**src/rtl/merlin_pfu_mo_pkg.sv**
```systemverilog
// Shared RISC-V fetch definitions for the multi-outstanding pre-fetch unit:
// XLEN, start-of-fetch-id codes and the packed layouts of both queue entries.
package merlin_pfu_mo_pkg;

  localparam int RV_XLEN_X   = 5;
  localparam int RV_XLEN     = 2 ** RV_XLEN_X;
  localparam int RV_SOFID_SZ = 2;

  localparam logic [RV_SOFID_SZ-1:0] RV_SOFID_RUN  = 2'd0;
  localparam logic [RV_SOFID_SZ-1:0] RV_SOFID_JUMP = 2'd1;

  // Address queue entry: one per request on the ibus, popped by its response.
  typedef struct packed {
    logic [RV_SOFID_SZ-1:0] sofid;
    logic [RV_XLEN-1:0]     pc;
  } aq_entry_t;

  // Instruction FIFO entry as presented to the decoder.
  typedef struct packed {
    logic [RV_SOFID_SZ-1:0] sofid;
    logic                   ferr;
    logic [RV_XLEN-1:0]     pc;
    logic [RV_XLEN-1:0]     ins;
  } if_entry_t;

  // Clears the byte-offset bits so the bus only sees word addresses.
  function automatic logic [RV_XLEN-1:0] word_align(input logic [RV_XLEN-1:0] a);
    logic [RV_XLEN-1:0] mask;
    mask = RV_XLEN'((2 ** (RV_XLEN_X - 3)) - 1);
    return a & ~mask;
  endfunction

endpackage

```
**src/rtl/merlin_fifo.sv**
```systemverilog
// Synchronous FIFO with flush, clock enable and optional write-to-read passthrough.
// The head entry is read combinationally so the consumer sees it without a cycle of latency.
module merlin_fifo #(
  parameter int WIDTH       = 8,
  parameter int DEPTH_X     = 2,
  parameter int PASSTHROUGH = 0
) (
  input  logic             clk,
  input  logic             srst,
  input  logic             en,
  input  logic             flush,
  input  logic             wr,
  input  logic [WIDTH-1:0] din,
  input  logic             rd,
  output logic [WIDTH-1:0] dout,
  output logic             empty
);

  localparam int DEPTH = 2 ** DEPTH_X;

  logic [WIDTH-1:0] mem [DEPTH];
  logic [DEPTH_X:0] wptr_reg, rptr_reg;
  logic             stored_empty, full, bypass, push, pop;

  assign stored_empty = (wptr_reg == rptr_reg);
  assign full = (wptr_reg[DEPTH_X] != rptr_reg[DEPTH_X]) &&
                (wptr_reg[DEPTH_X-1:0] == rptr_reg[DEPTH_X-1:0]);

  // In passthrough mode a write into an empty FIFO is presented directly;
  // if it is also read in that cycle it never needs to be stored.
  assign bypass = (PASSTHROUGH != 0) && stored_empty && wr;
  assign empty  = stored_empty & ~bypass;
  assign dout   = ((PASSTHROUGH != 0) && stored_empty) ? din : mem[rptr_reg[DEPTH_X-1:0]];
  assign push   = wr & ~full & ~(bypass & rd);
  assign pop    = rd & ~stored_empty;

  always_ff @(posedge clk) begin
    if (srst) begin
      wptr_reg <= '0;
      rptr_reg <= '0;
    end else if (en) begin
      if (flush) begin
        wptr_reg <= '0;
        rptr_reg <= '0;
      end else begin
        if (push) wptr_reg <= wptr_reg + 1'b1;
        if (pop)  rptr_reg <= rptr_reg + 1'b1;
      end
    end
  end

  always_ff @(posedge clk) begin
    if (en && !flush && push) mem[wptr_reg[DEPTH_X-1:0]] <= din;
  end

endmodule

```
**src/rtl/merlin_pfu_mo.sv**
```systemverilog
// Multi-outstanding instruction pre-fetch unit: streams ibus requests under FIFO credit,
// drops stale responses by count after a vector. Optional MERLIN_PFU_PERF_EN adds perf counters.
module merlin_pfu_mo
  import merlin_pfu_mo_pkg::*;
#(
  parameter int                 C_FIFO_PASSTHROUGH  = 0,
  parameter int                 C_FIFO_DEPTH_X      = 2,
  parameter int                 C_MAX_OUTSTANDING_X = 1,
  parameter logic [RV_XLEN-1:0] C_RESET_VECTOR      = '0
) (
  input  logic                   clk_i,
  input  logic                   reset_i,
  input  logic                   clk_en_i,
  input  logic                   ireqready_i,
  output logic                   ireqvalid_o,
  output logic [1:0]             ireqhpl_o,
  output logic [RV_XLEN-1:0]     ireqaddr_o,
  output logic                   irspready_o,
  input  logic                   irspvalid_i,
  input  logic                   irsprerr_i,
  input  logic [RV_XLEN-1:0]     irspdata_i,
  output logic                   ids_dav_o,
  input  logic                   ids_ack_i,
  output logic [RV_SOFID_SZ-1:0] ids_sofid_o,
  output logic [31:0]            ids_ins_o,
  output logic                   ids_ferr_o,
  output logic [RV_XLEN-1:0]     ids_pc_o,
  input  logic                   exs_pc_wr_i,
  input  logic [RV_XLEN-1:0]     exs_pc_din_i,
  input  logic [1:0]             exs_hpl_i
`ifdef MERLIN_PFU_PERF_EN
  ,
  output logic [31:0]            perf_req_o,
  output logic [31:0]            perf_drop_o
`endif
);

  localparam int                 OUT_W    = C_MAX_OUTSTANDING_X + 1;
  localparam int                 CRD_W    = C_FIFO_DEPTH_X + 1;
  localparam logic [OUT_W-1:0]   OUT_MAX  = OUT_W'(2 ** C_MAX_OUTSTANDING_X);
  localparam logic [CRD_W-1:0]   CRD_FULL = CRD_W'(2 ** C_FIFO_DEPTH_X);
  localparam logic [RV_XLEN-1:0] PC_STEP  = RV_XLEN'(2 ** (RV_XLEN_X - 3));

  logic [RV_XLEN-1:0] pc_reg, pc_next;
  logic [OUT_W-1:0]   outstanding_reg, outstanding_next;
  logic [OUT_W-1:0]   discard_reg, discard_next;
  logic [CRD_W-1:0]   credit_reg, credit_next;
  logic               vectoring_reg, vectoring_next;

  logic      req, rsp, vec, drop, keep, ack;
  logic      aq_empty, if_empty;
  aq_entry_t aq_din, aq_dout;
  if_entry_t if_din, if_dout;

  assign vec  = exs_pc_wr_i;
  assign rsp  = irspvalid_i;
  assign req  = ireqvalid_o & ireqready_i;
  // A response arriving in the vector cycle is already stale, so it is dropped too.
  assign drop = rsp & ((discard_reg != '0) | vec);
  assign keep = rsp & ~drop;
  assign ack  = ids_ack_i & ids_dav_o & ~vec;

  assign ireqvalid_o = ~vec & (credit_reg != '0) & (outstanding_reg < OUT_MAX);
  assign ireqhpl_o   = exs_hpl_i;
  assign ireqaddr_o  = word_align(pc_reg);
  assign irspready_o = 1'b1;

  always_comb begin
    pc_next          = pc_reg;
    outstanding_next = outstanding_reg;
    discard_next     = discard_reg;
    credit_next      = credit_reg;
    vectoring_next   = vectoring_reg;
    if (vec) begin
      pc_next          = exs_pc_din_i;
      vectoring_next   = 1'b1;
      credit_next      = CRD_FULL;
      discard_next     = discard_reg + outstanding_reg - OUT_W'(rsp);
      outstanding_next = outstanding_reg - OUT_W'(rsp);
    end else begin
      if (req) begin
        pc_next        = pc_reg + PC_STEP;
        vectoring_next = 1'b0;
      end
      credit_next      = credit_reg - CRD_W'(req) + CRD_W'(ack);
      outstanding_next = outstanding_reg + OUT_W'(req) - OUT_W'(rsp);
      if (drop) discard_next = discard_reg - 1'b1;
    end
  end

  always_ff @(posedge clk_i) begin
    if (reset_i) begin
      pc_reg          <= C_RESET_VECTOR;
      outstanding_reg <= '0;
      discard_reg     <= '0;
      credit_reg      <= CRD_FULL;
      vectoring_reg   <= 1'b1;
    end else if (clk_en_i) begin
      pc_reg          <= pc_next;
      outstanding_reg <= outstanding_next;
      discard_reg     <= discard_next;
      credit_reg      <= credit_next;
      vectoring_reg   <= vectoring_next;
    end
  end

  assign aq_din = '{sofid: (vectoring_reg ? RV_SOFID_JUMP : RV_SOFID_RUN), pc: pc_reg};

  merlin_fifo #(
    .WIDTH      ($bits(aq_entry_t)),
    .DEPTH_X    (C_MAX_OUTSTANDING_X),
    .PASSTHROUGH(0)
  ) u_addr_q (
    .clk  (clk_i),
    .srst (reset_i),
    .en   (clk_en_i),
    .flush(vec),
    .wr   (req),
    .din  (aq_din),
    .rd   (keep),
    .dout (aq_dout),
    .empty(aq_empty)
  );

  assign if_din = '{sofid: aq_dout.sofid, ferr: irsprerr_i, pc: aq_dout.pc, ins: irspdata_i};

  merlin_fifo #(
    .WIDTH      ($bits(if_entry_t)),
    .DEPTH_X    (C_FIFO_DEPTH_X),
    .PASSTHROUGH(C_FIFO_PASSTHROUGH)
  ) u_ins_fifo (
    .clk  (clk_i),
    .srst (reset_i),
    .en   (clk_en_i),
    .flush(vec),
    .wr   (keep),
    .din  (if_din),
    .rd   (ack),
    .dout (if_dout),
    .empty(if_empty)
  );

  assign ids_dav_o   = ~if_empty;
  assign ids_sofid_o = if_dout.sofid;
  assign ids_ferr_o  = if_dout.ferr;
  assign ids_pc_o    = if_dout.pc;
  assign ids_ins_o   = if_dout.ins;

  // Every response must match an address queue entry.
  always_ff @(posedge clk_i) begin
    if (!reset_i && clk_en_i) begin
      assert (!(irspvalid_i && (outstanding_reg == '0) && aq_empty));
    end
  end

`ifdef MERLIN_PFU_PERF_EN
  logic [31:0] perf_req_reg, perf_drop_reg;

  always_ff @(posedge clk_i) begin
    if (reset_i) begin
      perf_req_reg  <= '0;
      perf_drop_reg <= '0;
    end else if (clk_en_i) begin
      if (req)  perf_req_reg  <= perf_req_reg + 1'b1;
      if (drop) perf_drop_reg <= perf_drop_reg + 1'b1;
    end
  end

  assign perf_req_o  = perf_req_reg;
  assign perf_drop_o = perf_drop_reg;
`endif

endmodule

```
**config.mk**
```make
export PLATFORM = sky130hd
export DESIGN_NAME = merlin_pfu_mo
export DESIGN_NICKNAME = d
export VERILOG_FILES = /design/src/rtl/merlin_pfu_mo_pkg.sv /design/src/rtl/merlin_fifo.sv /design/src/rtl/merlin_pfu_mo.sv
export SDC_FILE = /design/constraint.sdc
export NUM_CORES = 1
export LEC_CHECK = 0
export BUFFER_PORTS_ARGS = -buffer_cell sky130_fd_sc_hd__buf_2
export CAP_MARGIN = 20
export CELL_PAD_IN_SITES_DETAIL_PLACEMENT = 1
export CELL_PAD_IN_SITES_GLOBAL_PLACEMENT = 2
export CORE_ASPECT_RATIO = 0.9
export CORE_MARGIN = 3
export CORE_UTILIZATION = 43
export DETAILED_ROUTE_END_ITERATION = 10
export PLACE_DENSITY = 0.82
export SLEW_MARGIN = 15
export SYNTH_ARGS = -nofsm -noshare
export SYNTH_HDL_FRONTEND = slang
export SYNTH_SLANG_ARGS = --single-unit
export TNS_END_PERCENT = 100
```
**constraint.sdc**
```tcl
create_clock -name clk_i -period 4.9 [get_ports clk_i]
set_input_delay 0.735 -clock clk_i [delete_from_list [all_inputs] [get_ports clk_i]]
set_output_delay 0.735 -clock clk_i [all_outputs]
set_load 0.03 [all_outputs]
```
### Yosys cells after proc, flatten, opt, wreduce, memory -nomap -nowiden

Memory sizes are Yosys's and may differ from the RTL's. A register that Yosys moved wholly into a read port is not among the register bits.
Cells that the tools add are included.

* logic and storage cells: 94
* memories kept: 2
* RAM bits: 334
* flip-flop bits (word level): 50
* output and inout port bits: 104
* input bits: 74

* equal/unequal tests: 6
* $lt $le $gt $ge: 1
* reduce and logical (&&, ||, !) cells: 20
* multiplexer cells: 25
* add/subtract/negate cells: 13
* bitwise gates (word level): 18

Memory list
* u_ins_fifo.mem: words 4, bits a word 67, read ports 1, clocked after memory_dff 1, wr ports 1, line merlin_fifo.sv:21 `logic [WIDTH-1:0] mem [DEPTH];`
* u_addr_q.mem: words 2, bits a word 33, read ports 1, clocked after memory_dff 1, wr ports 1, line merlin_fifo.sv:21

Operator list (number)
* 32-bit 2-to-1 mux: 2
* 32-bit by 3-bit adder with 32-bit output (second input constant): 1
* 2-bit 2-to-1 mux: 9
* 3-bit 2-to-1 mux: 5
* 2-bit nonzero test: 7
* 2-bit AND reduction: 6
* 1-bit bitwise AND: 11
* 1-bit 2-to-1 mux: 9
* 3-bit by 1-bit adder with 3-bit output (second input constant): 2
* 1-bit inverter: 6
* 2-bit by 1-bit subtractor with 2-bit output: 3
* 1-bit logical AND: 5
* 2-bit by 1-bit adder with 2-bit output (second input constant): 2
* 2-bit == test: 2
* 3-bit by 1-bit adder with 3-bit output: 1
* 3-bit == test: 1
* 3-bit nonzero test: 1
* 3-bit by 1-bit subtractor with 3-bit output: 1
* 2-bit by 1-bit adder with 2-bit output: 1
* 2-bit adder: 1
* 2-bit less-than comparator (second input constant): 1
* 1-bit != test: 2
* 2-bit by 1-bit subtractor with 2-bit output (second input constant): 1
* 1-bit == test: 1
* 2 further kinds: 2

### Longest topological paths before layout

* word-level depth: 10
* depth in mapped cells: 14
* mapped depth without buffers: 14

### By module

A second synthesis with hierarchy kept.

* cell total of the unflattened synthesis: 957
* area, all modules: 16036.6 µm²

By module, submodules not included
* merlin_fifo (u_ins_fifo): times used 1, area each 10168.5 µm², sequential area each 8207.9 µm², cells an instance 409
* merlin_pfu_mo: times used 1, area each 3118.0 µm², sequential area each 800.8 µm², cells an instance 405
* merlin_fifo (u_addr_q): times used 1, area each 2750.1 µm², sequential area each 2142.1 µm², cells an instance 143

### Least setup slack after synthesis

No wires, ideal clock.

* kind: input -> register
* from: input port exs_pc_wr_i
* to: memory u_addr_q.mem[0][0] (netlist bit), enable pin
* library setup time: 0.472 ns
* data arrival time: 4.106 ns
* slack: 0.323 ns
* required time: 4.428 ns
* stages on the path: 4
* path buffers: 1
* cells stage by stage: clkbuf_1 -> nand2b_1 -> nor4b_2 -> nor3b_1

* cells in the longest elaborated chain, start to end: 8
* elaborated cells on any way between the ends: 10
* classes of those cells: mux: 2; bitwise: 5; reduce/logical: 3

Ends and longest elaborated chain
* start: declaration: line merlin_pfu_mo.sv:28 `input logic exs_pc_wr_i,`
* 1-bit inverter: line merlin_pfu_mo.sv:63 `assign ireqvalid_o = ~vec & (credit_reg != '0) & (outstanding_reg < OUT_MAX);`
* 1-bit bitwise AND (2 in a row): line merlin_pfu_mo.sv:63
* 1-bit bitwise AND: line merlin_pfu_mo.sv:57 `assign req = ireqvalid_o & ireqready_i;`
* 1-bit bitwise AND: line merlin_fifo.sv:34 `assign push = wr & ~full & ~(bypass & rd);`
* 1-bit logical AND *: line merlin_fifo.sv:53 `if (en && !flush && push) mem[wptr_reg[DEPTH_X-1:0]] <= din;`
* 1-bit 2-to-1 mux *: line merlin_fifo.sv:53
* 1-bit 2-to-1 mux (implied by the code) *: line merlin_fifo.sv:53
* end: declaration: line merlin_fifo.sv:21

Every way passes the cells marked *; elsewhere a longest branch is shown, timed or not.

==> flow_summary.ini <==
[timing]
finalHoldViolCount = 0
max_freq_mhz = 303.5
fin_skew_ns = 0.02468
tns_ns = 0
layout_min_cycle_time_ns = 3.295
final_max_slew_viol_count = 0
finalSetupViolations = 0
worst_pin_slew_ns = 1.080
rsz0062_at_grt = no
slew_headroom = 0.2803
min_period_over_period = 0.6725

[power]
powerDensity_nw_per_um2 = 391.0
power_leakage_nw = 6.068
power_mw = 6.933
peakVddDrop_mv = 0.2076

[global_route]
grt_pass1_vias = 8780
grt_usage = 0.1899
grt_max_degree = 67
antenna_found_initial = 0
gr-total-overflow = 0
grt_pass1_wl_mm = 54.56

[layout]
diodes = 0
area_growth_pct = 15.80
nets = 1128
drive_above_1_share = 0.3299
nFillCells = 3264
final_area_um2 = 17730
multi_input_area_um2 = 3854
largest_reg_flops = 264
regArea_um2 = 10980

[route]
finalWirelength_mm = 36.19
drcViolationCount = 0
vias = 8381
ant_nets = 0
drt_first_iter_violations = 606
drt-vias-per-instance = 5.471
dr.pass1.iters = 5
detail_route.wl_per_cell_um = 23.63

[worst_setup_path]
cp-start-kind = flip-flop
reg2reg_depth = 14
crit_required_ns = 4.16
path_max_fanout = 38
r2r_slack_ns = 1.86
worstSetupPathType = flip-flop to output port
endpoint_kind = output port
worstPathArrival_ns = 2.56
r2r_end = credit_reg[2]
reg2reg_from = credit_reg[2]

[die]
start_util = 0.4437
die-area_um2 = 37910
pin_count = 178
die_w_um = 204.9
design.core.area_um2 = 34510
die_h_um = 185.0
rows = 64

[synth]
synth_xor_area_frac = 0.006864
ys_async_sr_fraction = 0
ys_seq_area_frac = 0.7165
synth-simple-area-share = 0.05450
ys_seq_elements = 383
ys_warn_count = 0
synth-adder-area-share = 0.01275
yosysTopAreaCell = edfxtp_1
synth_compound_area_frac = 0.04494
synth_top_area_frac = 0.6472
ys_top_cells_by_area = edfxtp_1 (65%), mux4_2 (9.7%), dfxtp_1 (6.9%), mux2_2 (2.6%), buf_4 (1.8%)
synthMuxAreaShare = 0.1307
synthCells = 889
ys_types = 61
synth_edf_count = 330
synth_area_um2 = 15310
syn_area_per_cell_um2 = 17.22
synthFlopType = edfxtp_1
synth_top_family_by_area = multiplexers

[cts]
clk_latency_ns = 0.54
cts_num_sinks = 383
tritoncts = built
cts_buffer_depth = 3
cts_made_buffers = 40
cts_htree_levels = 2
cts_resized = 0
cts_hold_buffers = 0
ctsRootBufferMaster = clkbuf_16
cts.clk_slew.worst_paths_ns = 0.06
post-cts-setup-buffer-count = 0

[place]
port_buffers = 169
dpl_cell_area_um2 = 16460
gp_congestion = 0.7541
dp_hpwl_mm = 22.94

[min_path]
min_path_type = primary input to flip-flop
hold_end = u_ins_fifo.mem[1][21]
hp-start = irspdata_i[21]
holdPathStages = 1

[run_status]
status = finished, final reports clean

[flow_run]
maxCapViolations = 0
## cell families (layout without fill, tap and decap cells)
logic type | Yosys count | count (layout)
flops | 383 | 383
simple gates | 164 | 164
mux | 113 | 113
compound gates | 102 | 102
buf+inv | 98 | 277
fa+ha+maj | 15 | 15
xor+xnor | 12 | 12
other cells | 2 | 4
## worst max path at each step
stage	from	endpoint	slack, ns	depth (start not counted)
5_1_grt	flip-flop	ids_ins_o[3]	1.38	3
3_3_place_gp	exs_pc_wr_i	u_ins_fifo.mem[3][6]	1.47	5
6_report	flip-flop	ids_ins_o[12]	1.60	3
3_5_place_dp	exs_pc_wr_i	u_ins_fifo.mem[3][53]	1.35	5
2_1_floorplan	exs_pc_wr_i	u_addr_q.mem[0][0]	0.32	4
4_1_cts	flip-flop	ids_pc_o[18]	1.49	3
## cell usage after synthesis, drive strengths merged (14+ instances only)
master,count
edfxtp,330
mux4,66
dfxtp,53
nor2,52
buf,48
nand2,36
mux2,35
clkbuf,31
a21oi,21
inv,19
nand3,17
ha,14
## critical path, cell delays in order (launching register included)
cell	delay (ns)
dfxtp_4	0.91
buf_12	0.33
mux4_2	0.56
buf_2	0.20
## final cells by class
cell class,instances,area share
well taps,462,0.03260
clock inverters,21,0.009103
clock buffers,52,0.06076
flip-flops and latches,383,0.6191
multi-input cells,410,0.2173
repair buffers,185,0.05702
inverters,19,0.004022
## through the flow
step | std cells | setup WS, ns | utilization | hold WS [ns]
global route | 1532 | 1.381 | 0.5137 | 0.3868
global placement | 1458 | 1.468 | 0.4771 | 0.4365
finish | 1532 | 1.605 | 0.5137 | 0.4089
CTS | 1531 | 1.494 | 0.5129 | 0.3774
floorplan | 891 | 0.3226 | - | 0.4254
detailed placement | 1458 | 1.353 | 0.4771 | 0.4491
## cells in the final DEF (no fill, tap or decap), types with 12 or more instances in the layout
cell,instances
edfxtp_1,330
a31oi_1,12
inv_1,19
buf_2,169
a21oi_1,21
ha_1,14
dfxtp_1,51
mux2i_1,12
clkbuf_16,41
nand2_1,36
nand3_1,16
mux2_2,35
mux4_2,66
nor2_1,52
buf_4,13
## metal layers
layer / vias up / part of all wire / global-route usage / routed length [um]
met4: 0 / 0.019 / 0.04427 / 675
met5: - / 0 / 0 / 0
li1: 3782 / - / - / -
met3: 46 / 0.050 / 0.02970 / 1799
met2: 223 / 0.49 / 0.3143 / 17570
met1: 4330 / 0.45 / 0.2685 / 16150
## power breakdown
group          switching [mW]  internal (mW)
Combinational           0.273          0.145
Sequential             0.0614           3.60
Clock                    1.24           1.62
Total                    1.57           5.36
(Power assumes the default switching activity.)
